## src/rtl/irq_capture8b.sv

```systemverilog
// rtl/irq_capture8b.sv - synchronizing edge-capture front end for an 8-bit priority encoder
module irq_capture8b #(
  parameter int SYNC_STAGES = 2
) (
  input  logic       clk,
  input  logic       rst_n,
  input  logic [7:0] irq_in,
  input  logic       mask_wr,
  input  logic [7:0] mask_in,
  input  logic       ack,
  input  logic [7:0] ack_onehot,
  input  logic       lost_clr,
  output logic [7:0] data_out,
  output logic       any_pending,
  output logic [7:0] lost
);

  logic [SYNC_STAGES-1:0][7:0] sync_q;
  logic [7:0] hist_q;
  logic [7:0] pending_q;
  logic [7:0] lost_q;
  logic [7:0] mask_q;

  logic [7:0] irq_edge;
  logic [7:0] ack_clr;
  logic [7:0] pending_d;
  logic [7:0] lost_d;

  assign irq_edge  = sync_q[SYNC_STAGES-1] & ~hist_q;
  assign ack_clr   = ack ? ack_onehot : 8'h00;
  // A fresh edge overrides a same-cycle ack, so it is OR-ed in after the clear.
  assign pending_d = (pending_q & ~ack_clr) | irq_edge;
  assign lost_d    = (lost_clr ? 8'h00 : lost_q) | (irq_edge & pending_q & ~ack_clr);

  always_ff @(posedge clk or negedge rst_n) begin
    if (!rst_n) begin
      sync_q    <= '0;
      hist_q    <= 8'h00;
      pending_q <= 8'h00;
      lost_q    <= 8'h00;
      mask_q    <= 8'hFF;
    end else begin
      sync_q    <= {sync_q[SYNC_STAGES-2:0], irq_in};
      hist_q    <= sync_q[SYNC_STAGES-1];
      pending_q <= pending_d;
      lost_q    <= lost_d;
      if (mask_wr) begin
        mask_q <= mask_in;
      end
    end
  end

  // Outputs come from registers only; nothing combinational from irq_in, ack or mask_in.
  assign data_out    = pending_q & mask_q;
  assign any_pending = |data_out;
  assign lost        = lost_q;

endmodule

```

## config.mk

```make
export PLATFORM = sky130hd
export DESIGN_NAME = irq_capture8b
export DESIGN_NICKNAME = d
export VERILOG_FILES = /design/src/rtl/irq_capture8b.sv
export SDC_FILE = /design/constraint.sdc
export NUM_CORES = 1
export LEC_CHECK = 0
export ABC_AREA = 0
export BUFFER_PORTS_ARGS = -buffer_cell sky130_fd_sc_hd__buf_2
export CAP_MARGIN = 20
export CORE_MARGIN = 2
export CORE_UTILIZATION = 50
export DETAILED_ROUTE_END_ITERATION = 12
export GPL_ROUTABILITY_DRIVEN = 0
export GPL_TIMING_DRIVEN = 0
export PLACE_DENSITY_LB_ADDON = 0.1
export SETUP_SLACK_MARGIN = 0.2
export SYNTH_ARGS = -nofsm -noshare
export SYNTH_HDL_FRONTEND = slang
export SYNTH_SLANG_ARGS = --single-unit
```

## constraint.sdc

```tcl
create_clock -name clk -period 2 [get_ports clk]
set_clock_uncertainty 0.15 [all_clocks]
set_input_delay 0.1 -clock clk [delete_from_list [all_inputs] [get_ports clk]]
set_output_delay 0.1 -clock clk [all_outputs]
set_load 0.03 [all_outputs]
```

---- Word level (Yosys, flattened, before mapping) ----
Index checks and enable logic that the tools add are counted.
Widths: inputs -> output; s select.
storage, ports and cells
  output and inout bits ................... 17
  logic and storage cells ................. 18
  register bits after elaboration ......... 48
  input port bits ......................... 29
operators by class
  mux-type cells .......................... 2
  bitwise gates (word level) .............. 9
  reduce and logical (&&, ||, !) cells .... 1
operators by type and width
  kind             count
  $and 8x8->8      5
  $mux 8           2
  $not 8->8        2
  $or 8x8->8       2
  $reduce_or 8->1  1

---- Longest topological paths before layout ----
Gate-level depths: netlist (run 1).
  depth in word-level cells ............... 5
  mapped depth ............................ 4
  gate-level depth less buffers ........... 3

---- Worst setup path after synthesis (run 1) ----
OpenSTA, ideal clock, no wires.
  path kind ............................... reg2out
  from .................................... reg pending_q[7]
  to ...................................... out any_pending
  setup slack ............................. -0.011 ns
  required time ........................... 1.750 ns
  arrival ................................. 1.761 ns
  cell stages (with the launch flop) ...... 4
  buffers on the path ..................... 0
  cells stage by stage .................... dfrtp_1 -> and2_1 -> or4_1 -> or4_1
on the way
  word-level cells in the longest chain between the ends .. 2
ends and longest elaborated chain
  what                    line  source
  from (decl)             20    logic [7:0] pending_q;
  from (signal assigned)  45    pending_q <= pending_d;
  $and 8x8->8             54    assign data_out = pending_q & mask_q;
  named net data_out[7]   13    output logic [7:0] data_out,
  $reduce_or 8->1         55    assign any_pending = |data_out;
  to (decl)               14    output logic any_pending,
The timed path passes the listed nets, and every way through them passes these cells.

---- Worst setup path after layout (run 1) ----
  from .................................... reg pending_q[0]
  to ...................................... out any_pending
on the way
  word-level cells in the longest chain between the ends .. 2
ends and longest elaborated chain
  what             line
  $and 8x8->8      54
  $reduce_or 8->1  55
Every way passes these cells.

==> metrics.log, run 1 <==
INFO  metric critical_path_arrival = 2.01 ns
INFO  metric htreeDepth = 2
INFO  metric wl = 2.91 mm
INFO  metric critical_path_class = flip-flop to output pin
INFO  metric run_status = finished with violations
INFO  metric layout_setup_ws = -0.262 ns
INFO  metric drive_above_1_share = 34.3%
INFO  metric finalWorstPathRequiredPeriod = 2.26 ns
INFO  metric grt_max_degree = 49
INFO  metric post_drt_wl_per_cell = 12.0 µm
INFO  metric clk-insertion-delay-late = 0.35 ns
INFO  metric r2r-end = lost[0]$_DFF_PN0_
INFO  metric setup.worst_path.start_class = flip-flop
INFO  metric min_period_over_period = 113%
INFO  metric seq_area = 1210 µm²
INFO  metric multiInputGateArea = 365 µm²
INFO  metric num_rows = 20
INFO  metric worst_pin_slew = 0.412 ns
INFO  metric count_of_clock_tree_sinks = 48
INFO  metric max_freq = 442 MHz
INFO  metric cts-root-buf = sky130_fd_sc_hd__clkbuf_4
INFO  metric die-height = 60.7 µm
INFO  metric finalHoldViolCount = 0
INFO  metric setup_tns = -0.262 ns
INFO  metric hold_class = primary input to flip-flop
INFO  metric drt_drc_violations_left = 0
INFO  metric areaGrowthSynthToFinish = 42.4%
INFO  metric cts_made_buffers = 5
INFO  metric synth-seq-area-share = 75.4%
INFO  metric number_of_stages_on_the_worst_hold_path = 2
INFO  metric die_area = 3680 µm²
INFO  metric dr.first_iter.drc_count = 28
INFO  metric nets_final = 226
INFO  metric nFillCells = 206
INFO  metric finalSetupViolCount = 1
INFO  metric grt_pass1_vias = 1092
INFO  metric slew_headroom = 72.6%
INFO  metric critical_path.max_fanout = 2
INFO  metric antenna_found_initial = 0
INFO  metric critical_path_required = 1.75 ns
INFO  metric endpoint_type_of_the_worst_setup_path = output pin
INFO  metric rr_worst_depth = 4
INFO  metric clk_transition_reported_paths = 0.13 ns
INFO  metric failed_checks = setup timing
INFO  metric timing.final.max_slew_violations = 0
INFO  metric die_x = 60.7 µm
INFO  metric clock_tree_from_tritoncts = yes
INFO  metric hpwlAfterDp = 1.83 mm
INFO  metric ff2ff_setup_slack = 0.92 ns
INFO  metric grt_pass1_wl = 4.62 mm
INFO  metric r2r-start = pending_q[0]$_DFF_PN0_
INFO  metric detail_route.vias_per_cell = 4.49
INFO  metric grt_util_all_layers = 18.0%
INFO  metric insertedDiodeCount = 0
INFO  metric syn-mean-instance-area = 13.6 µm²
INFO  metric post_synth_instance_area = 1610 µm²
INFO  metric gr-total-overflow = 0
INFO  metric drtPass1Iterations = 4
INFO  metric commonest_cells_after_routing_fill_and_taps_aside = sky130_fd_sc_hd__buf_2, sky130_fd_sc_hd__dfrtp_1, sky130_fd_sc_hd__dlygate4sd3_1, sky130_fd_sc_hd__nand2_1
INFO  metric min_delay_worst_endpoint = lost[4]$_DFF_PN0_
INFO  metric post_synth_inst_count = 118
INFO  metric post-place-ws = 0.107 ns
INFO  metric ant_nets = 0
INFO  metric mostFrequentLayoutCell = sky130_fd_sc_hd__buf_2
INFO  metric largest_voltage_drop_on_the_vdd_net = 0.663 mV
INFO  metric dr_total_vias = 1087
INFO  metric floorplan_core_area = 3050 µm²
INFO  metric yosysWarnings = 0
INFO  metric io_pins = 46
INFO  metric synth_seq_cells = 48
INFO  metric power_density = 886 nW/µm²
INFO  metric placement.io_buffers = 42
INFO  metric rsz_0062_raised_after_global_routing = yes
INFO  metric maxcap_viol_count = 0
INFO  metric cts_buffer_depth = 2
INFO  metric synthesis.nets = 147
INFO  metric synth.distinct_cells = 12
INFO  metric hold_sp = lost_clr
INFO  metric leakage = 1.11 nW
INFO  metric initial_core_util = 52.6%
==> power by group <==
part           internal, W  total, W  switching [W]  leakage [nW]
Clock             0.000332  0.000616       0.000284        0.0515
Combinational     0.000144  0.000320       0.000176         0.504
Sequential         0.00106   0.00109      0.0000341         0.559
==> logic make-up after synthesis <==
| kind of cell | count (synthesis) | share of synthesized area [%] |
|---|---|---|
| AOI/OAI and AO/OA | 8 | 3.12 |
| DFF | 48 | 75.4 |
| muxes | 8 | 5.61 |
| and+or+nand+nor | 43 | 13.3 |
| buffers and inverters | 11 | 2.57 |
==> per-layer routing <==
layer	vias up	wire, µm	track usage (%)
li1	536	-	-
met1	510	1230	20.6
met2	36	1480	31.8
met3	5	169	6.40
met4	0	39	5.59
met5	-	0	0
==> flip-flops by register name, indices dropped and copies added (netlist names) <==
register / flops
sync_q: 16
lost: 8
mask_q: 8
hist_q: 8
pending_q: 8
==> area by class of cell <==
type / count / area share (%)
sequential: 48 / 53.0
tap: 44 / 2.41
clock inverter: 1 / 1.31
inverter: 8 / 1.31
clock buffer: 7 / 2.84
timing repair buffer: 72 / 22.7
buffer: 3 / 0.492
multi-input combinational: 59 / 16.0
==> per-stage QoR <==
step	hold WS (ns)	cells	utilization (%)	total power [W]	instance area, µm²
finish	0.0328	242	74.9	0.00203	2290
detailed placement	0.0593	204	61.6	0.00137	1880
floorplan	-0.346	118	-	0.00127	1610
CTS	0.0180	239	73.7	0.00204	2250
global route	0.0181	242	74.9	0.00213	2290
global placement	0.0575	204	61.6	0.00136	1880
==> synth_stat cells <==
master,number,share of area [%]
sky130_fd_sc_hd__and2_1,7,2.7
sky130_fd_sc_hd__nand2b_1,8,3.1
sky130_fd_sc_hd__or4_1,2,0.93
sky130_fd_sc_hd__inv_1,8,1.9
sky130_fd_sc_hd__o22ai_1,8,3.1
sky130_fd_sc_hd__or2_2,1,0.39
sky130_fd_sc_hd__mux2_1,8,5.6
sky130_fd_sc_hd__dfrtp_1,40,62
sky130_fd_sc_hd__dfstp_2,8,13
sky130_fd_sc_hd__nand2_1,24,5.6
sky130_fd_sc_hd__and2_4,1,0.55
sky130_fd_sc_hd__clkbuf_1,3,0.70
==> repair_timing <==
item                                   4_1_cts  5_1_grt
setup endpoints to repair                    1        1
resized for setup                            3        0
endpoints found under the hold margin       72        4
buffers inserted                             2        1
hold buffers                                25        1
==> worst max-delay path by stage <==
stage / from / to / cells after the start
floorplan: mask_q[5]$_DFFE_PN1P_ / any_pending / 3
global placement: pending_q[0]$_DFF_PN0_ / any_pending / 4
detailed placement: pending_q[0]$_DFF_PN0_ / any_pending / 4
CTS: pending_q[0]$_DFF_PN0_ / any_pending / 4
global route: pending_q[0]$_DFF_PN0_ / any_pending / 4
finish: pending_q[0]$_DFF_PN0_ / any_pending / 4
==> worst max-delay path, stage by stage, from the launching register on <==
cell	delay [ns]
sky130_fd_sc_hd__dfrtp_1	0.41
sky130_fd_sc_hd__and2_4	0.16
sky130_fd_sc_hd__or4_4	0.52
sky130_fd_sc_hd__or4_4	0.42
sky130_fd_sc_hd__buf_6	0.15
No activity file was read; power rests on OpenSTA's default activity.
==> run 2, diff against run 1 <==
--- a/config.mk
+++ b/config.mk
@@ -6,11 +6,11 @@
 export NUM_CORES = 1
 export LEC_CHECK = 0
 export ABC_AREA = 0
-export BUFFER_PORTS_ARGS = -buffer_cell sky130_fd_sc_hd__buf_2
 export CAP_MARGIN = 20
 export CORE_MARGIN = 2
-export CORE_UTILIZATION = 50
+export CORE_UTILIZATION = 60
 export DETAILED_ROUTE_END_ITERATION = 12
+export DONT_BUFFER_PORTS = 1
 export GPL_ROUTABILITY_DRIVEN = 0
 export GPL_TIMING_DRIVEN = 0
 export PLACE_DENSITY_LB_ADDON = 0.1
==> metrics.log, run 2 (synthesis results as in run 1) <==
INFO  metric critical_path_arrival = 1.99 ns (-0.02 ns)
INFO  metric htreeDepth = 2 (unchanged)
INFO  metric layout.cells.non_filler = 182 (-25%)
INFO  metric detail_route.vias_per_cell = 5.04 (+12%)
INFO  metric initial_core_util = 64.3% (+12 points)
INFO  metric min_period_over_period = 112% (-0.97 points)
INFO  metric cts_made_buffers = 5 (unchanged)
INFO  metric max_freq = 446 MHz (+0.86%)
INFO  metric switching_share_of_power = 26.3% (+1.9 points)
INFO  metric hold_class = primary input to flip-flop
INFO  metric rsz_0062_raised_after_global_routing = yes
INFO  metric clkPwrFrac = 24.8% (-5.6 points)
INFO  metric critical_path_required = 1.75 ns (about the same)
INFO  metric count_of_clock_tree_sinks = 48 (unchanged)
INFO  metric clk-insertion-delay-late = 0.34 ns (about the same)
INFO  metric maxcap_viol_count = 0 (unchanged)
INFO  metric power.sequential.fraction = 63.0% (+9.2 points)
INFO  metric drtPass1Iterations = 4 (unchanged)
INFO  metric die-height = 55.7 µm (-8.1%)
INFO  metric power.combinational.fraction = 12.2% (-3.6 points)
INFO  metric critical_path.max_fanout = 2 (unchanged)
INFO  metric internal_dissipation = 0.00132 W (-14%)
INFO  metric layout_setup_ws = -0.242 ns (+0.0193 ns)
INFO  metric nets_final = 180 (-20%)
INFO  metric post_drt_wl_per_cell = 14.2 µm (+18%)
INFO  metric finalSetupViolCount = 1 (unchanged)
INFO  metric cts_buffer_depth = 2 (unchanged)
INFO  metric clk_transition_reported_paths = 0.13 ns (about the same)
INFO  metric timing.critical_path.slowest_stage_cell = sky130_fd_sc_hd__or4_4
INFO  metric ant_nets = 0 (unchanged)
INFO  metric worst_pin_slew = 0.417 ns (+0.00569 ns)
INFO  metric leakage = 0.906 nW (-19%)
INFO  metric timing.hold.ws = 0.0195 ns (-0.0133 ns)
INFO  metric areaGrowthSynthToFinish = 24.2%
INFO  metric grt_pass1_vias = 1023 (-6.3%)
INFO  metric setup.worst_path.start_class = flip-flop
INFO  metric clock_tree_from_tritoncts = yes
INFO  metric insertedDiodeCount = 0 (unchanged)
INFO  metric floorplan_core_area = 2500 µm² (-18%)
INFO  metric grt_util_all_layers = 19.0% (+1.0 points)
INFO  metric placement.io_buffers = 0 (-100%)
INFO  metric worstPathBufferInverterCount = 0 (-1)
INFO  metric power_density = 898 nW/µm² (+1.3%)
INFO  metric timing.critical_path.slowest_cell_delay = 0.54 ns (+0.02 ns)
INFO  metric placed_instance_count = 148 (-27%)
INFO  metric wl = 2.58 mm (-11%)
INFO  metric commonest_cells_after_routing_fill_and_taps_aside = sky130_fd_sc_hd__dfrtp_1, sky130_fd_sc_hd__dlygate4sd3_1, sky130_fd_sc_hd__nand2_1
INFO  metric endpoint_type_of_the_worst_setup_path = output pin
INFO  metric finalWorstPathRequiredPeriod = 2.24 ns (-0.0193 ns)
INFO  metric critical_path_class = flip-flop to output pin
INFO  metric drt_drc_violations_left = 0 (unchanged)
INFO  metric failed_checks = setup timing
INFO  metric die_x = 55.7 µm (-8.1%)
INFO  metric largest_voltage_drop_on_the_vdd_net = 0.863 mV (+30%)
INFO  metric crit_family = simple AND/OR/NAND/NOR gates
INFO  metric run_status = finished with violations
INFO  metric post-place-ws = 0.138 ns (+0.0311 ns)
INFO  metric antenna_found_initial = 0 (unchanged)
INFO  metric num_rows = 18 (-10%)
INFO  metric gr-total-overflow = 0 (unchanged)
INFO  metric drive_above_1_share = 15.1% (-19 points)
INFO  metric finalHoldViolCount = 0 (unchanged)
INFO  metric timing.final.max_slew_violations = 0 (unchanged)
INFO  metric max_flop_register = sync_q
INFO  metric io_pins = 46 (unchanged)
INFO  metric worstPathCellList = and2_4 -> or4_4 -> or4_4
INFO  metric crit_top_cell = sky130_fd_sc_hd__or4_4
INFO  metric die_area = 3110 µm² (-16%)
INFO  metric slew_headroom = 72.2% (-0.38 points)
INFO  metric cts-root-buf = sky130_fd_sc_hd__clkbuf_4
INFO  metric dr.first_iter.drc_count = 30 (+7.1%)
INFO  metric p_total = 0.00179 W (-12%)
INFO  metric grt_pass1_wl = 4.46 mm (-3.3%)
INFO  metric utilization = 79.8% (+4.9 points)
INFO  metric hpwlAfterDp = 1.72 mm (-5.8%)
INFO  metric grt_max_degree = 49 (unchanged)
INFO  metric dr_total_vias = 918 (-16%)
INFO  metric switching_power = 0.000471 W (-4.6%)
INFO  metric mostFrequentLayoutCell = sky130_fd_sc_hd__dfrtp_1
INFO  metric largest_reg_flops = 16 (unchanged)
run 2: layout make-up:
type,instances,area (µm²)
Multi-Input combinational cell,59,367
Fill cell,151,504
Clock buffer,6,51.3
Timing Repair Buffer,26,278
Inverter,8,30.0
Buffer,3,11.3
Sequential cell,48,1210
Clock inverter,2,10.0
Tap cell,30,37.5
run 2: layer usage:
metal / track usage (%) / part of all wire, % / up-vias
li1: - / - / 445
met1: 23.8 / 42 / 431
met2: 31.5 / 51 / 37
met3: 4.88 / 6.2 / 5
met4: 8.36 / 1.4 / 0
met5: 0 / 0 / -
run 2: final timing paths:
path | startpoint | endpoint | slack, ns | depth (start not counted)
min reg2reg | sync_q[0]$_DFF_PN0_ | sync_q[8]$_DFF_PN0_ | 0.21 | 0
max | pending_q[0]$_DFF_PN0_ | any_pending | -0.24 | 3
max in group asynchronous | rst_n | mask_q[6]$_DFFE_PN1P_ | 1.34 | 2
min in group asynchronous | rst_n | lost[5]$_DFF_PN0_ | 0.10 | 2
min | lost_clr | lost[6]$_DFF_PN0_ | 0.02 | 2
max reg2reg | lost[0]$_DFF_PN0_ | lost[0]$_DFF_PN0_ | 0.99 | 2
run 2: what timing repair did:
item,4_1_cts,5_1_grt
setup buffers,0,0
endpoints found under the hold margin,80,0
resized for setup,2,0
setup endpoints to repair,1,1
hold buffers,26,0
run 2: power by group through the flow:
| stage | logic, W | registers [W] | clock network, W |
|---|---|---|---|
| after floorplan | 0.000134 | 0.00113 | 0 |
| after global placement | 0.000146 | 0.00114 | 0 |
| after detailed placement | 0.000151 | 0.00115 | 0 |
| after CTS | 0.000220 | 0.00113 | 0.000456 |
| after global routing | 0.000240 | 0.00114 | 0.000500 |
| final | 0.000219 | 0.00113 | 0.000444 |
run 2: metrics by stage:
stage / setup TNS [ns] / cell area [µm²]
2_1_floorplan: 0 / 1610
3_3_place_gp: 0 / 1650
3_5_place_dp: 0 / 1650
4_1_cts: -0.255 / 2000
5_1_grt: -0.303 / 2000
6_report: -0.242 / 2000
